$ cat config.mk
export PLATFORM = sky130hd
export DESIGN_NAME = grant_decoder_sequencer
export DESIGN_NICKNAME = d
export VERILOG_FILES = /design/src/rtl/grant_dec_pkg.sv /design/src/rtl/grant_code_fifo.sv /design/src/rtl/grant_decoder_sequencer.sv
export SDC_FILE = /design/constraint.sdc
export NUM_CORES = 1
export LEC_CHECK = 0
export CORE_MARGIN = 4
export CORE_UTILIZATION = 58
export DETAILED_ROUTE_END_ITERATION = 7
export PLACE_DENSITY = 0.91
export SLEW_MARGIN = 10
export SYNTH_ARGS = -nofsm -noshare
export SYNTH_HDL_FRONTEND = slang
export SYNTH_SLANG_ARGS = --single-unit
$ cat constraint.sdc
create_clock -name clk -period 4.7 [get_ports clk]
set_clock_uncertainty 0.05 [all_clocks]
set_input_delay 0.47 -clock clk [delete_from_list [all_inputs] [get_ports clk]]
set_output_delay 0.47 -clock clk [all_outputs]
set_load 0.01 [all_outputs]
$ cat src/rtl/grant_dec_pkg.sv
// grant_dec_pkg
//   Shared definitions for the grant decoder sequencer.
//   - gd_state_e : output sequencer state encoding
//   - DEF_IN_WIDTH / OUT_WIDTH : default index width and matching one-hot width
//   - clog2 : ceiling log2, used for pointer and counter widths
package grant_dec_pkg;

    typedef enum logic [1:0] {
        ST_IDLE  = 2'd0,
        ST_DRIVE = 2'd1,
        ST_GAP   = 2'd2
    } gd_state_e;

    localparam int unsigned DEF_IN_WIDTH = 4;
    localparam int unsigned OUT_WIDTH    = 2 ** DEF_IN_WIDTH;

    function automatic int unsigned clog2(input int unsigned value);
        int unsigned r;
        r = 0;
        while ((32'd1 << r) < value) begin
            r = r + 1;
        end
        return r;
    endfunction

endpackage

$ cat src/rtl/grant_code_fifo.sv
// grant_code_fifo
//   Synchronous FIFO holding pending grant indices.
//   Ports:
//     clk    - rising-edge clock
//     reset  - asynchronous active-high reset, empties the FIFO
//     push   - write din (ignored while full)
//     pop    - advance read pointer (ignored while empty)
//     din    - data written on push
//     dout   - head entry (valid when count != 0)
//     count  - registered occupancy, 0..DEPTH
//   DEPTH must be a power of two so the pointers wrap naturally; count is
//   the only full/empty indicator.
module grant_code_fifo
    import grant_dec_pkg::*;
#(
    parameter int unsigned WIDTH = 4,
    parameter int unsigned DEPTH = 4
) (
    input  logic                   clk,
    input  logic                   reset,
    input  logic                   push,
    input  logic                   pop,
    input  logic [WIDTH-1:0]       din,
    output logic [WIDTH-1:0]       dout,
    output logic [clog2(DEPTH):0]  count
);

    localparam int unsigned PW = clog2(DEPTH);
    localparam int unsigned CW = PW + 1;

    logic [WIDTH-1:0] mem_q [DEPTH];
    logic [WIDTH-1:0] mem_d [DEPTH];
    logic [PW-1:0]    wr_ptr_q, wr_ptr_d;
    logic [PW-1:0]    rd_ptr_q, rd_ptr_d;
    logic [CW-1:0]    count_q,  count_d;
    logic             push_ok, pop_ok;

    always_comb begin
        push_ok  = push && (count_q < CW'(DEPTH));
        pop_ok   = pop  && (count_q != '0);
        mem_d    = mem_q;
        wr_ptr_d = wr_ptr_q;
        rd_ptr_d = rd_ptr_q;
        count_d  = count_q;
        if (push_ok) begin
            mem_d[wr_ptr_q] = din;
            wr_ptr_d        = wr_ptr_q + 1'b1;
        end
        if (pop_ok) begin
            rd_ptr_d = rd_ptr_q + 1'b1;
        end
        case ({push_ok, pop_ok})
            2'b10:   count_d = count_q + 1'b1;
            2'b01:   count_d = count_q - 1'b1;
            default: count_d = count_q;
        endcase
    end

    always_ff @(posedge clk or posedge reset) begin
        if (reset) begin
            mem_q    <= '{default: '0};
            wr_ptr_q <= '0;
            rd_ptr_q <= '0;
            count_q  <= '0;
        end else begin
            mem_q    <= mem_d;
            wr_ptr_q <= wr_ptr_d;
            rd_ptr_q <= rd_ptr_d;
            count_q  <= count_d;
        end
    end

    assign dout  = mem_q[rd_ptr_q];
    assign count = count_q;

endmodule

$ cat src/rtl/grant_decoder_sequencer.sv
// grant_decoder_sequencer
//   Queues binary grant indices and replays each as a one-hot strobe held
//   for DWELL cycles, followed by GAP all-zero cycles and one IDLE cycle.
//   Ports:
//     clk          - rising-edge clock
//     reset        - asynchronous active-high reset (flushes FIFO, clears outputs)
//     enable       - low aborts any in-flight code and stops pops
//     binary_in    - index to queue
//     in_valid     - binary_in valid; accepted when in_ready is high
//     in_ready     - combinational, FIFO occupancy below DEPTH
//     decoder_out  - registered one-hot grant (all zero outside DRIVE)
//     out_busy     - registered, high during DRIVE and GAP
//     fifo_count   - registered FIFO occupancy
module grant_decoder_sequencer
    import grant_dec_pkg::*;
#(
    parameter int unsigned IN_WIDTH = DEF_IN_WIDTH,
    parameter int unsigned DEPTH    = 4,
    parameter int unsigned DWELL    = 2,
    parameter int unsigned GAP      = 1
) (
    input  logic                      clk,
    input  logic                      reset,
    input  logic                      enable,
    input  logic [IN_WIDTH-1:0]       binary_in,
    input  logic                      in_valid,
    output logic                      in_ready,
    output logic [(2**IN_WIDTH)-1:0]  decoder_out,
    output logic                      out_busy,
    output logic [clog2(DEPTH):0]     fifo_count
);

    localparam int unsigned DEC_W = 2 ** IN_WIDTH;
    localparam int unsigned CNT_W = clog2(DEPTH) + 1;
    localparam int unsigned DW_W  = clog2(DWELL + 1);
    localparam int unsigned GP_W  = clog2(GAP + 1);

    gd_state_e        state_q, state_d;
    logic [DW_W-1:0]  dwell_q, dwell_d;
    logic [GP_W-1:0]  gap_q,   gap_d;
    logic [DEC_W-1:0] dec_q,   dec_d;
    logic             busy_q,  busy_d;

    logic                push;
    logic                pop;
    logic [IN_WIDTH-1:0] head;
    logic [CNT_W-1:0]    count;

    // Readiness uses only the registered count: a full FIFO refuses a push
    // even in a cycle where the sequencer pops.
    assign in_ready = (count < CNT_W'(DEPTH));
    assign push     = in_valid && in_ready;

    grant_code_fifo #(
        .WIDTH (IN_WIDTH),
        .DEPTH (DEPTH)
    ) u_fifo (
        .clk   (clk),
        .reset (reset),
        .push  (push),
        .pop   (pop),
        .din   (binary_in),
        .dout  (head),
        .count (count)
    );

    always_comb begin
        state_d = state_q;
        dwell_d = dwell_q;
        gap_d   = gap_q;
        dec_d   = dec_q;
        busy_d  = busy_q;
        pop     = 1'b0;
        case (state_q)
            ST_IDLE: begin
                dec_d = '0;
                if (enable && (count != '0)) begin
                    pop     = 1'b1;
                    dec_d   = DEC_W'(1) << head;
                    dwell_d = DW_W'(DWELL - 1);
                    busy_d  = 1'b1;
                    state_d = ST_DRIVE;
                end
            end
            ST_DRIVE: begin
                if (!enable) begin
                    // In-flight code is dropped, not re-queued.
                    dec_d   = '0;
                    busy_d  = 1'b0;
                    state_d = ST_IDLE;
                end else if (dwell_q == '0) begin
                    dec_d   = '0;
                    gap_d   = GP_W'(GAP - 1);
                    state_d = ST_GAP;
                end else begin
                    dwell_d = dwell_q - 1'b1;
                end
            end
            ST_GAP: begin
                dec_d = '0;
                if (!enable || (gap_q == '0)) begin
                    busy_d  = 1'b0;
                    state_d = ST_IDLE;
                end else begin
                    gap_d = gap_q - 1'b1;
                end
            end
            default: begin
                dec_d   = '0;
                busy_d  = 1'b0;
                state_d = ST_IDLE;
            end
        endcase
    end

    always_ff @(posedge clk or posedge reset) begin
        if (reset) begin
            state_q <= ST_IDLE;
            dwell_q <= '0;
            gap_q   <= '0;
            dec_q   <= '0;
            busy_q  <= 1'b0;
        end else begin
            state_q <= state_d;
            dwell_q <= dwell_d;
            gap_q   <= gap_d;
            dec_q   <= dec_d;
            busy_q  <= busy_d;
        end
    end

    assign decoder_out = dec_q;
    assign out_busy    = busy_q;
    assign fifo_count  = count;

endmodule
==> impl_metrics.toml <==
[power_and_ir_drop]
clkPwrFrac_pct = 17.6
seqPwrFrac_pct = 39.0
power.internal_uw = 1070
switching_share_pct = 37.2
vdd_ir_drop_max_uv = 369
switchingPower_uw = 631
powerDensity_nw_per_um2 = 660
p_leak_uw = 0.00112
p_comb_share_pct = 43.4

[place]
gp_congestion = 0.776
dp_slack_ns = 1.75
io_buffer_count = 28
hpwlAfterDp_mm = 2.95
dpl-instance-area_um2 = 2460

[detailed_routing]
wire_per_inst_um = 15.9
postRouteAntennaNets = 0
vias = 1407
dr.pass1.iters = 4
routed_wl_mm = 4.00
vias_per_cell = 5.61
drc = 0
drt_iter0_markers = 104

[yosys]
yosys.area.top_type = "dfrtp_1"
syn_nets = 189
syn_area_um2 = 2140
synth_top_area_share_pct = 52.7
syn_inst = 174
seq_area_frac_synth_pct = 52.7
ys_types = 33
yosysWarnings = 0
synth.avg_cell_area_um2 = 12.3
ys_seq_elements = 45
ys_top_cells_by_area = "dfrtp_1, mux2_2, o31ai_2"

[sta]
fmax_ghz = 0.374
hold_viol_final = 0
finalMaxSlewViolations = 0
rsz0062_at_grt = "false"
period_share_pct = 56.9
timing.hold.ws_ns = 0.431
fin_crit_ns = 2.68
relSlewSlack_pct = 61.7
tightest_slew_ns = 0.570
setup_tns_ns = 0
fin_ws_ns = 2.02
setup_viol = 0

[critical_path]
cp.arrival_ns = 2.85
crit_path_end_kind = "flop"
r2r_end = "u_fifo.count[2]"
reg2reg_from = "state_q[1]"
cp_slowest_cell = "clkdlybuf4s50_1"
path_class = "in -> reg"
max_stage_delay_ns = 0.59
critPathLaunchType = "input port"
worst-path-buf-inv = 2
crit_chain = "clkdlybuf4s50_1 -> nand2b_1 -> nor3_1 -> ha_1 -> inv_1 -> fa_1 -> xor2_1 -> nor2_1 -> xnor2_1"
critical_path.max_fanout = 8
r2r_cells = 8
required_ns = 4.87
r2r_setup_slack_ns = 2.22
critPathTopFamily = "simple AND/OR/NAND/NOR gates"

[final_layout]
fill_cells = 209
num_antenna_cells = 0
area.growth.synth_to_final_pct = 20.3
final_area_um2 = 2570
drive_gt1_share_pct = 19.5
final_cell_mix = "dfrtp_1, clkdlybuf4s50_1, nand2_1, mux2_2, inv_1"
final_common_cell = "dfrtp_1"
final_nets = 219
fin_util_pct = 74.7

[die]
die_h_um = 68.7
die_x_um = 68.7
start_util_pct = 62.1
rows = 21
pin_count = 29
dieArea_um2 = 4720
core_um2 = 3440

[min_path]
min_from = "out_busy"
min_path_type = "reg -> reg"
holdPathEnd = "out_busy"
min_path_cells = 1

[clock_network]
clkSinkCount = 45
holdBufCountCts = 0
clk_path_buf_depth = 2
h-tree-depth = 2
cts_tree = "built"
numCtsBuffers = 5
clkLatencyLatePin_ns = 0.30
clk_pin_slew_ns = 0.08
cts_resized = 0
post_cts_buffers = 0
cts_root_buf = "clkbuf_8"

[global_route]
grt_pass1_wl_mm = 6.89
antenna_found_initial = 0
grt_overflow = 0
grt_max_degree = 46
grt_pass1_vias = 1473
grt_util_all_layers_pct = 20.3

[job]
drv_cap = 0

[outcome]
status = "complete, no violations"
[worst reg2reg max path, stage by stage (launching register included)]
cell      delay [ns]
dfrtp_1         0.47
nand2b_1        0.22
nor3_1          0.50
ha_1            0.29
inv_1           0.07
fa_1            0.38
xor2_1          0.15
nor2_1          0.12
xnor2_1         0.13
[metal layers]
layer / vias to the layer above / track usage [%] / wire length [µm]
met2: 24 / 34.0 / 2050
met1: 708 / 23.9 / 1730
li1: 666 / - / -
met4: 0 / 11.7 / 87
met5: - / 0 / 0
met3: 9 / 4.54 / 132
[synthesized netlist by cell type, drive strengths merged]
cell type  count
dfrtp         45
nand2         24
mux2          17
o31ai         16
inv           12
ha             6
clkbuf         5
mux2i          5
xnor2          5
mux4           4
o21ai          4
nand2b         3
nor2b          3
buf            2
nand3b         2
nand4          2
nor2           2
nor3           2
or2            2
or4            2
xor2           2
a211oi         1
a21boi         1
a21o           1
a21oi          1
and2           1
fa             1
nor3b          1
nor4bb         1
or3            1
[registers in the layout (all words and copies together) (netlist names)]
name and flops:
decoder_out 16, dwell_q 2, gap_q 1, out_busy 1, state_q 2, u_fifo.count 3
u_fifo.mem_q 16, u_fifo.rd_ptr_q 2, u_fifo.wr_ptr_q 2
[worst max-delay path by stage]
stage,slack (ns),startpoint,end,cells after the start
final,2.02,enable,u_fifo.count[2],9
after global routing,1.82,enable,u_fifo.count[2],9
after CTS,2.06,enable,u_fifo.count[2],9
after detailed placement,1.75,enable,u_fifo.count[2],9
after global placement,1.94,enable,u_fifo.count[2],9
after floorplan,2.61,state_q[1],u_fifo.count[2],8
[through the flow]
stage          total power, µW  std cells
2_1_floorplan             1180        174
6_report                  1700        251
5_1_grt                   1820        251
3_3_place_gp              1350        243
4_1_cts                   1710        251
3_5_place_dp              1410        243
[kinds of logic after synthesis]
logic type | count (synthesis) | share of synthesized area (%)
xor+xnor | 7 | 2.87
compound gates | 24 | 9.71
flops | 45 | 52.7
mux | 26 | 15.5
buf+inv | 19 | 4.04
fa+ha+maj | 7 | 4.45
simple gates | 46 | 10.8
[power groups by stage]
| stage | registers (µW) | clock network [µW] | logic, µW |
|---|---|---|---|
| floorplan | 627 | 0 | 552 |
| global placement | 649 | 0 | 701 |
| detailed placement | 666 | 0 | 741 |
| CTS | 660 | 302 | 743 |
| global route | 683 | 324 | 809 |
| finish | 662 | 299 | 736 |
[final cells by class]
cell class | instances | area [µm²] | share of cell area [%]
multi-input combinational | 110 | 932 | 36.2
clock buffer | 7 | 86.3 | 3.36
tap | 46 | 57.6 | 2.24
clock inverter | 1 | 30.0 | 1.17
inverter | 12 | 45.0 | 1.75
sequential | 45 | 1130 | 43.8
timing repair buffer | 30 | 295 | 11.5
Power figures use the tool's default switching activity.
